--- src/rtl/decode_pkg.sv ---
// Shared encodings for the instruction-decode stage: opcodes, functs,
// ALU operations, PC-source selects and the ID/EX register layout.
package decode_pkg;

    localparam logic [5:0] OP_RTYPE = 6'h00;
    localparam logic [5:0] OP_J     = 6'h02;
    localparam logic [5:0] OP_BEQ   = 6'h04;
    localparam logic [5:0] OP_BNE   = 6'h05;
    localparam logic [5:0] OP_ADDI  = 6'h08;
    localparam logic [5:0] OP_LW    = 6'h23;
    localparam logic [5:0] OP_SW    = 6'h2B;

    localparam logic [5:0] FN_JR  = 6'h08;
    localparam logic [5:0] FN_ADD = 6'h20;
    localparam logic [5:0] FN_SUB = 6'h22;
    localparam logic [5:0] FN_AND = 6'h24;
    localparam logic [5:0] FN_OR  = 6'h25;
    localparam logic [5:0] FN_SLT = 6'h2A;

    localparam logic [2:0] ALU_ADD = 3'b000;
    localparam logic [2:0] ALU_SUB = 3'b001;
    localparam logic [2:0] ALU_AND = 3'b010;
    localparam logic [2:0] ALU_OR  = 3'b011;
    localparam logic [2:0] ALU_SLT = 3'b100;

    localparam logic [1:0] PCSRC_BRANCH = 2'b00;
    localparam logic [1:0] PCSRC_JR     = 2'b01;
    localparam logic [1:0] PCSRC_JUMP   = 2'b10;
    localparam logic [1:0] PCSRC_EXC    = 2'b11;

    typedef struct packed {
        logic [2:0]  aluop;
        logic        alusrc;
        logic [31:0] rega;
        logic [31:0] regb;
        logic [31:0] imedext;
        logic [4:0]  regdest;
        logic        memread;
        logic        memwrite;
        logic        regwrite;
        logic        memtoreg;
    } idex_t;

    function automatic logic [2:0] alu_from_funct(input logic [5:0] funct);
        logic [2:0] op;
        op = ALU_ADD;
        case (funct)
            FN_SUB:  op = ALU_SUB;
            FN_AND:  op = ALU_AND;
            FN_OR:   op = ALU_OR;
            FN_SLT:  op = ALU_SLT;
            default: op = ALU_ADD;
        endcase
        return op;
    endfunction

    function automatic logic [31:0] sign_ext16(input logic [15:0] v);
        return {{16{v[15]}}, v};
    endfunction

endpackage

--- src/rtl/decode_reg_bank.sv ---
// 32x32 register bank: two asynchronous reads, one clocked write, r0 hard-wired
// to zero, and a write-through path so a same-cycle WB write is visible to reads.
module reg_bank
    import decode_pkg::*;
(
    input  logic        clock,
    input  logic        reset,
    input  logic [4:0]  raddr_a_i,
    input  logic [4:0]  raddr_b_i,
    output logic [31:0] rdata_a_o,
    output logic [31:0] rdata_b_o,
    input  logic        we_i,
    input  logic [4:0]  waddr_i,
    input  logic [31:0] wdata_i
);

    logic [31:0] regs_q [0:31];

    always_ff @(posedge clock or negedge reset) begin
        if (!reset) begin
            for (int i = 0; i < 32; i++) begin
                regs_q[i] <= '0;
            end
        end else if (we_i && (waddr_i != 5'd0)) begin
            regs_q[waddr_i] <= wdata_i;
        end
    end

    function automatic logic [31:0] read_port(input logic [4:0] addr,
                                              input logic [31:0] stored);
        logic [31:0] v;
        v = stored;
        if (addr == 5'd0) begin
            v = '0;
        end else if (we_i && (waddr_i == addr)) begin
            v = wdata_i;
        end
        return v;
    endfunction

    assign rdata_a_o = read_port(raddr_a_i, regs_q[raddr_a_i]);
    assign rdata_b_o = read_port(raddr_b_i, regs_q[raddr_b_i]);

endmodule

--- src/rtl/decode.sv ---
// Instruction-decode stage: register read, branch/jump resolution with one
// delay slot, load-use/RAW stall detection and the ID/EX pipeline register.
module decode
    import decode_pkg::*;
#(
    parameter logic [31:0] EXC_VECTOR = 32'h0000_0040
) (
    input  logic        clock,
    input  logic        reset,
    input  logic [31:0] if_id_nextpc,
    input  logic [31:0] if_id_instruc,
    output logic        id_stall,
    output logic        id_if_selpcsource,
    output logic [1:0]  id_if_selpctype,
    output logic [31:0] id_if_pcimd2ext,
    output logic [31:0] id_if_rega,
    output logic [31:0] id_if_pcindex,
    input  logic        ex_id_regwrite,
    input  logic [4:0]  ex_id_dest,
    input  logic        mem_id_regwrite,
    input  logic [4:0]  mem_id_dest,
    input  logic        wb_id_we,
    input  logic [4:0]  wb_id_dest,
    input  logic [31:0] wb_id_data,
    output logic [2:0]  id_ex_aluop,
    output logic        id_ex_alusrc,
    output logic [31:0] id_ex_rega,
    output logic [31:0] id_ex_regb,
    output logic [31:0] id_ex_imedext,
    output logic [4:0]  id_ex_regdest,
    output logic        id_ex_memread,
    output logic        id_ex_memwrite,
    output logic        id_ex_regwrite,
    output logic        id_ex_memtoreg
);

    // Fetch builds the exception target itself; a misaligned vector is unusable.
    if (EXC_VECTOR[1:0] != 2'b00) begin : g_bad_exc_vector
        $error("EXC_VECTOR must be word aligned");
    end

    logic [5:0]  opcode;
    logic [4:0]  rs;
    logic [4:0]  rt;
    logic [4:0]  rd;
    logic [5:0]  funct;
    logic [31:0] imm_ext;
    logic [31:0] rs_val;
    logic [31:0] rt_val;

    assign opcode  = if_id_instruc[31:26];
    assign rs      = if_id_instruc[25:21];
    assign rt      = if_id_instruc[20:16];
    assign rd      = if_id_instruc[15:11];
    assign funct   = if_id_instruc[5:0];
    assign imm_ext = sign_ext16(if_id_instruc[15:0]);

    reg_bank u_reg_bank (
        .clock     (clock),
        .reset     (reset),
        .raddr_a_i (rs),
        .raddr_b_i (rt),
        .rdata_a_o (rs_val),
        .rdata_b_o (rt_val),
        .we_i      (wb_id_we),
        .waddr_i   (wb_id_dest),
        .wdata_i   (wb_id_data)
    );

    logic        uses_rs;
    logic        uses_rt;
    logic        issue;
    logic        redirect;
    logic [1:0]  pctype;
    idex_t       dec;

    // Control-transfer instructions complete here, so they carry nothing into EX.
    always_comb begin
        uses_rs     = 1'b0;
        uses_rt     = 1'b0;
        issue       = 1'b0;
        redirect    = 1'b0;
        pctype      = PCSRC_BRANCH;
        dec         = '0;
        dec.aluop   = ALU_ADD;
        dec.rega    = rs_val;
        dec.regb    = rt_val;
        dec.imedext = imm_ext;
        case (opcode)
            OP_RTYPE: begin
                if (if_id_instruc != 32'd0) begin
                    uses_rs = 1'b1;
                    uses_rt = 1'b1;
                    case (funct)
                        FN_ADD, FN_SUB, FN_AND, FN_OR, FN_SLT: begin
                            issue        = 1'b1;
                            dec.aluop    = alu_from_funct(funct);
                            dec.regdest  = rd;
                            dec.regwrite = 1'b1;
                        end
                        FN_JR: begin
                            redirect = 1'b1;
                            pctype   = PCSRC_JR;
                        end
                        default: begin
                            redirect = 1'b1;
                            pctype   = PCSRC_EXC;
                        end
                    endcase
                end
            end
            OP_ADDI: begin
                uses_rs      = 1'b1;
                issue        = 1'b1;
                dec.alusrc   = 1'b1;
                dec.regdest  = rt;
                dec.regwrite = 1'b1;
            end
            OP_LW: begin
                uses_rs      = 1'b1;
                issue        = 1'b1;
                dec.alusrc   = 1'b1;
                dec.regdest  = rt;
                dec.memread  = 1'b1;
                dec.regwrite = 1'b1;
                dec.memtoreg = 1'b1;
            end
            OP_SW: begin
                uses_rs      = 1'b1;
                uses_rt      = 1'b1;
                issue        = 1'b1;
                dec.alusrc   = 1'b1;
                dec.memwrite = 1'b1;
            end
            OP_BEQ: begin
                uses_rs  = 1'b1;
                uses_rt  = 1'b1;
                redirect = (rs_val == rt_val);
            end
            OP_BNE: begin
                uses_rs  = 1'b1;
                uses_rt  = 1'b1;
                redirect = (rs_val != rt_val);
            end
            OP_J: begin
                redirect = 1'b1;
                pctype   = PCSRC_JUMP;
            end
            default: begin
                uses_rs  = 1'b1;
                redirect = 1'b1;
                pctype   = PCSRC_EXC;
            end
        endcase
    end

    function automatic logic pending_write(input logic [4:0] src);
        return (src != 5'd0) &&
               ((ex_id_regwrite  && (ex_id_dest  == src)) ||
                (mem_id_regwrite && (mem_id_dest == src)));
    endfunction

    logic hazard;
    assign hazard = (uses_rs && pending_write(rs)) || (uses_rt && pending_write(rt));

    assign id_stall          = hazard;
    assign id_if_selpcsource = redirect && !hazard;
    assign id_if_selpctype   = pctype;
    assign id_if_pcimd2ext   = if_id_nextpc + {imm_ext[29:0], 2'b00};
    assign id_if_rega        = rs_val;
    assign id_if_pcindex     = {if_id_nextpc[31:28], if_id_instruc[25:0], 2'b00};

    idex_t idex_d;
    idex_t idex_q;

    assign idex_d = (issue && !hazard) ? dec : '0;

    always_ff @(posedge clock or negedge reset) begin
        if (!reset) begin
            idex_q <= '0;
        end else begin
            idex_q <= idex_d;
        end
    end

    assign id_ex_aluop    = idex_q.aluop;
    assign id_ex_alusrc   = idex_q.alusrc;
    assign id_ex_rega     = idex_q.rega;
    assign id_ex_regb     = idex_q.regb;
    assign id_ex_imedext  = idex_q.imedext;
    assign id_ex_regdest  = idex_q.regdest;
    assign id_ex_memread  = idex_q.memread;
    assign id_ex_memwrite = idex_q.memwrite;
    assign id_ex_regwrite = idex_q.regwrite;
    assign id_ex_memtoreg = idex_q.memtoreg;

endmodule

--- config.mk ---
export PLATFORM = sky130hd
export DESIGN_NAME = decode
export DESIGN_NICKNAME = d
export VERILOG_FILES = /design/src/rtl/decode_pkg.sv /design/src/rtl/decode_reg_bank.sv /design/src/rtl/decode.sv
export SDC_FILE = /design/constraint.sdc
export NUM_CORES = 2
export LEC_CHECK = 0
export ABC_AREA = 1
export CORE_MARGIN = 3
export CORE_UTILIZATION = 55
export DETAILED_ROUTE_END_ITERATION = 8
export PLACE_DENSITY = 0.74
export SLEW_MARGIN = 20
export SYNTH_ARGS = -nofsm -noshare
export SYNTH_HDL_FRONTEND = slang
export SYNTH_HIERARCHICAL = 1
export SYNTH_SLANG_ARGS = --single-unit
--- constraint.sdc ---
create_clock -name clock -period 6.4 [get_ports clock]
set_input_delay 0.64 -clock clock [delete_from_list [all_inputs] [get_ports clock]]
set_output_delay 0.64 -clock clock [all_outputs]
set_load 0.1 [all_outputs]
* Yosys cells after proc, flatten, opt, wreduce, memory -nomap -nowiden
Cells that the tools add are included.
Storage, ports and cells: bits in registers 1133, latch bits 0, bits in writable memories 0, bits in read-only memories 0, bits of input ports 116, output and inout port bits 209, logic and storage cells 137, memories 0
Cells by class: add/subtract/negate cells 1, multiply operators 0, divide/modulo/power cells 0, order comparisons 4, equal/unequal tests 20, shifts and indexed selects 0, muxes and demuxes 37, bitwise gates (word level) 3, reductions and logical operators 30
Operator list (count):
- $bwmux W1024 | 1
- $bmux W32 S5 | 2
- $mux W32 | 9
- $demux W32 S5 | 1
- $mux W109 | 1
- $eq A6 B6 Y1 const B | 7
- $add A32 B32 Y32 | 1
- $eq A32 B32 Y1 | 1
- $ne A32 B32 Y1 | 1
- $reduce_bool A32 Y1 | 1
- $eq A5 B5 Y1 | 6
- $ge A6 B6 Y1 const B | 3
- $not A5 Y6 | 3
- $reduce_bool A5 Y1 | 3
- $logic_and A1 B1 Y1 | 14
- $eq A6 B3 Y1 const B | 2
- $eq A6 B4 Y1 const B | 2
- $pmux W3 S4 | 1
- $logic_not A5 Y1 | 2
- $mux W5 | 2
- $pmux W5 S2 | 1
- $reduce_or A5 Y1 | 2
- $mux W3 | 3
- $mux W1 | 8
- other kinds (12) | 18

* Longest topological paths before layout
depth after elaboration 9, depth in mapped cells 25, depth with buffers taken out 22

* By module
Netlist, hierarchy kept.
By module, submodules not included:
- reg_bank | instances 1, cells each 8778, area an instance 59218.0 sq um, sequential area each 25624.6 sq um
- decode | instances 1, cells each 891, area an instance 6298.5 sq um, sequential area each 2302.2 sq um

* Worst setup path before layout
No wires, ideal clock.
path type in2out, from in if_id_instruc[22], to out id_if_selpcsource, data arrival time 4.780 ns, required time 5.760 ns, slack 0.980 ns, cell stages on the path 20, path buffers 4, path through buf_2 > inv_1 > buf_2 > clkbuf_1 > clkbuf_1 > o211ai_1 > nand3_1 > nand3_1 > nand3_1 > nand2_1 > a21oi_1 > xnor2_1 > nand2_1 > nor2_1 > nand2_1 > nor2_1 > nand3_1 > nand3_1 > nand2_1 > inv_1
Between the ends: longest elaborated chain between the ends 9, elaborated cells between the ends (all ways) 29, classes of those cells eq/ne: 5; mux: 10; bitwise: 1; reduce/logical: 13
RTL lines:
- from (decl) | line decode.sv:11 | input logic [31:0] if_id_instruc,
- $not A5 Y6 (implied by the code) | line decode_reg_bank.sv:41 | assign rdata_a_o = read_port(raddr_a_i, regs_q[raddr_a_i]);
- $bmux W32 S5 | line decode_reg_bank.sv:41
- $mux W32 (implied by the code) (2 in a row) | line decode_reg_bank.sv:41
- $mux W32 | line decode_reg_bank.sv:35 | end else if (we_i && (waddr_i == addr)) begin
- $mux W32 (*) | line decode_reg_bank.sv:33 | if (addr == 5'd0) begin
- named net id_if_rega[3] | line decode.sv:16 | output logic [31:0] id_if_rega,
- $ne A32 B32 Y1 or $eq A32 B32 Y1 (tied branches) | line decode.sv:143, decode.sv:138
- $pmux W1 S4 (*) | line decode.sv:89 | case (opcode)
- $logic_and A1 B1 Y1 (*) | line decode.sv:167 | assign id_if_selpcsource = redirect && !hazard;
- to (decl) | line decode.sv:13 | output logic id_if_selpcsource,
The timed path passes the listed nets; every way through them passes the cells marked *. The select of a mux whose other input is x is not followed.

* Worst setup path in the final report
from in if_id_instruc[17], to out id_if_selpcsource
Between the ends: longest elaborated chain between the ends 9, elaborated cells between the ends (all ways) 29, classes of those cells eq/ne: 5; mux: 10; bitwise: 1; reduce/logical: 13
RTL lines:
- $not A5 Y6 (implied by the code) | line decode_reg_bank.sv:42 | assign rdata_b_o = read_port(raddr_b_i, regs_q[raddr_b_i]);
- $bmux W32 S5 | line decode_reg_bank.sv:42
- $mux W32 (implied by the code) (2 in a row) | line decode_reg_bank.sv:42
- $mux W32 | line decode_reg_bank.sv:35
- $mux W32 (*) | line decode_reg_bank.sv:33
- named net rt_val[30] | line decode.sv:49 | logic [31:0] rt_val;
- $ne A32 B32 Y1 or $eq A32 B32 Y1 (tied branches) | line decode.sv:143, decode.sv:138
- $pmux W1 S4 (*) | line decode.sv:89
- $logic_and A1 B1 Y1 (*) | line decode.sv:167
Marked as above.

==> flow_metrics.py <==
metrics = {
    "worst_hold_path": {
        "hold_start": "u_reg_bank/regs_q[1014]",
        "min_path_type": "register to register",
    },
    "worst_setup_path": {
        "r2r_start": "u_reg_bank/regs_q[332]",
        "path_max_fanout": 81,
        "critPathTopFamily": "simple AND/OR/NAND/NOR gates",
        "cp_cell_sequence": "buf_8 -> inv_8 -> o22ai_1 -> a21oi_1 -> nand3_4 -> nand2_1 -> nor2_1 -> nor2_1 -> xnor2_1 -> nand2_1 -> nor2_1 -> nand2_1 -> nor2_1 -> nand3_1 -> nand3_1 -> nand2_1 -> inv_1 -> buf_12",
        "critPathLaunch": "if_id_instruc[17]",
        "worst_ep_arrival_time_ns": 5.30,
        "start_kind": "primary input",
        "critPathRequiredTime_ns": 5.76,
        "crit_path_end_kind": "primary output",
        "path_buf_inv": 4,
        "worstSetupPathType": "primary input to primary output",
        "cp_slowest_stage_delay_ns": 0.67,
        "worst_path_max_delay_cell": "nand3_4",
    },
    "yosys": {
        "ys_warn_count": 6,
        "synthTopCellsByCount": "3061 x nand2_1, 1444 x nand3_1, 1133 x o21ai_0",
        "synth.most_common_cell": "nand2_1",
        "synth_top_area_frac": 0.426,
        "mappedNetlistArea_um2": 65500,
        "synthCells": 9669,
        "synth_compound_area_frac": 0.130,
        "synthAdderAreaFrac": 0.00584,
        "synth_area_leaders": "dfrtp_1 43%, nand2_1 18%, nand3_1 11%",
        "ys_types": 40,
        "synth_ff_type": "dfrtp_1",
        "synthXorXnorAreaFrac": 0.00575,
        "synth_area_leader_cell": "dfrtp_1",
        "async_flop_share": 1.00,
        "seq_area_frac_synth": 0.426,
        "synth-edff-count": 0,
        "syn_area_per_cell_um2": 6.78,
        "yosys_register_bits": 1116,
        "muxShareOfSynthArea": 0,
        "synth_top_family_by_area": "simple AND/OR/NAND/NOR gates",
        "synthSimpleGateAreaFrac": 0.321,
    },
    "power": {
        "swShare": 0.350,
        "pwr-share-seq": 0.408,
        "switchingPower_w": 0.00768,
        "p_per_area_nw_per_um2": 300,
        "p_total_w": 0.0219,
        "power.internal_w": 0.0142,
        "p_leak_nw": 36.4,
        "clock_power_share": 0.336,
        "peakVddDrop_mv": 0.225,
        "power_frac_comb": 0.256,
    },
    "routing": {
        "vias_per_cell": 6.17,
        "route.detailed.drc": 0,
        "ant_nets": 0,
        "vias": 68500,
        "first_pass_iters": 7,
        "wirelength_um": 261000,
        "wl_per_cell_um": 23.5,
        "drtIter0Drc": 10600,
    },
    "global_routing": {
        "antenna_found_initial": 13,
        "overflow": 0,
        "grt_max_degree": 163,
        "track_usage": 0.415,
        "grt_pass1_vias": 63100,
        "grt_pass1_wl_um": 390000,
    },
    "floorplanning": {
        "core_area_um2": 117000,
        "io_pins": 325,
        "initial_utilization": 0.559,
        "die_y_um": 351,
        "placementRows": 125,
        "dieArea_um2": 123000,
        "die_w_um": 351,
    },
    "sta": {
        "fin_skew_ns": 0.0254,
        "finalSetupViolCount": 0,
        "tns_ns": 0,
        "relSlewSlack": 0.167,
        "fin_crit_sh": 0.928,
        "min_period_ns": 5.94,
        "rsz0062_at_grt": "false",
        "max_freq_ghz": 0.168,
        "drv_slew": 0,
        "hold_viol": 0,
        "worst_slew_pin_slew_ns": 1.25,
    },
    "finish": {
        "seqCellArea_um2": 27900,
        "fin_util": 0.624,
        "area_growth_pct": 11.6,
        "fin_nets": 9605,
        "drive_gt1_frac": 0.0529,
        "fillers": 10500,
        "stdcell_area_um2": 73100,
        "multi_input_area_um2": 30500,
    },
    "placement": {
        "port-buffer-count": 318,
        "place_hpwl_um": 154000,
        "place.gp.congestion": 1.01,
        "placed_area_um2": 69000,
    },
    "cts": {
        "cts_sinks": 1116,
        "post-cts-setup-buffers": 0,
        "cts-root-buf": "clkbuf_16",
        "clk_pin_slew_ns": 0.06,
        "clockBufferDepth": 3,
        "cts-htree-levels": 3,
        "cts_buffers": 119,
        "cts_tree": "built",
        "clock_latency_ns": 0.73,
    },
    "outcome": {
        "status": "finished, final reports clean",
    },
    "job": {
        "drv_cap": 0,
    },
}
-- what timing repair did --
action / CTS / global route
hold endpoints to repair: 61 / 0
gates resized for setup: 0 / 0
hold buffers: 1 / 0
-- cells by family after synthesis --
kind of cell,Yosys count
buffers and inverters,1854
AO/OA/AOI/OAI,1585
other,1
XOR/XNOR,43
adder cells (fa/ha/maj),30
flip-flops,1116
AND/OR/NAND/NOR,5040
-- layout by cell type (no fill, tap or decap), types with 47 or more instances in the layout --
master / synthesis / routed
a21oi_1: 162 / 162
clkbuf_16: 0 / 122
nand3_1: 1444 / 1442
dfrtp_1: 1116 / 1116
o21ai_1: 47 / 47
nor2_1: 424 / 419
inv_1: 1051 / 1046
clkdlybuf4s50_1: 0 / 273
buf_4: 51 / 145
o211ai_1: 223 / 223
nand2_1: 3061 / 3042
o21ai_0: 1133 / 1133
or2_2: 49 / 49
-- flip-flops by register name, summed over array words and instances (netlist names) --
register           flops
id_ex_imedext         16
id_ex_alusrc           1
id_ex_regb            32
id_ex_regwrite         1
id_ex_memwrite         1
u_reg_bank/regs_q   1024
id_ex_memread          1
id_ex_aluop            3
id_ex_regdest          5
id_ex_rega            32
-- layer usage --
| layer | vias to the layer above | track usage | routed length, um |
|---|---|---|---|
| met5 | - | 0 | 38 |
| met3 | 1044 | 0.139 | 40800 |
| li1 | 30400 | - | - |
| met4 | 6 | 0.232 | 16700 |
| met2 | 5113 | 0.596 | 107000 |
| met1 | 31900 | 0.549 | 96900 |
-- power by group through the flow --
| stage | sequential (W) | clock (W) | combinational (W) |
|---|---|---|---|
| after floorplan | 0.00894 | 0 | 0.00384 |
| after global placement | 0.00899 | 0 | 0.00529 |
| after detailed placement | 0.00903 | 0 | 0.00543 |
| after CTS | 0.00892 | 0.00740 | 0.00546 |
| after global routing | 0.00908 | 0.00770 | 0.00619 |
| final | 0.00895 | 0.00736 | 0.00560 |
-- metrics by stage --
| step | hold WS [ns] | setup slack (ns) | instances |
|---|---|---|---|
| global route | 0.389 | 0.554 | 11100 |
| CTS | 0.379 | 0.834 | 11100 |
| global placement | 0.365 | 0.922 | 10900 |
| floorplan | 0.344 | 0.980 | 9670 |
| finish | 0.374 | 0.463 | 11100 |
| detailed placement | 0.366 | 0.938 | 10900 |
-- area by class of cell --
cell class                      instances  area share
Antenna cell                            9    0.000308
Clock buffer                          170      0.0476
Clock inverter                         52     0.00881
Inverter                             1062      0.0550
Multi-Input combinational cell       6700       0.417
Sequential cell                      1116       0.382
Tap cell                             1524      0.0261
Timing Repair Buffer                  460      0.0630
-- worst paths after layout --
path | endpoint | slack (ns) | depth (start not counted)
max | id_if_selpcsource | 0.46 | 18
min | u_reg_bank/regs_q[1014] | 0.37 | 0
max reg2reg | id_ex_regb[12] | 4.17 | 10
min reg2reg | u_reg_bank/regs_q[1014] | 0.37 | 0
max in group asynchronous | u_reg_bank/regs_q[121] | 4.11 | 4
min in group asynchronous | u_reg_bank/regs_q[145] | 0.53 | 2
(Power assumes the default switching activity.)
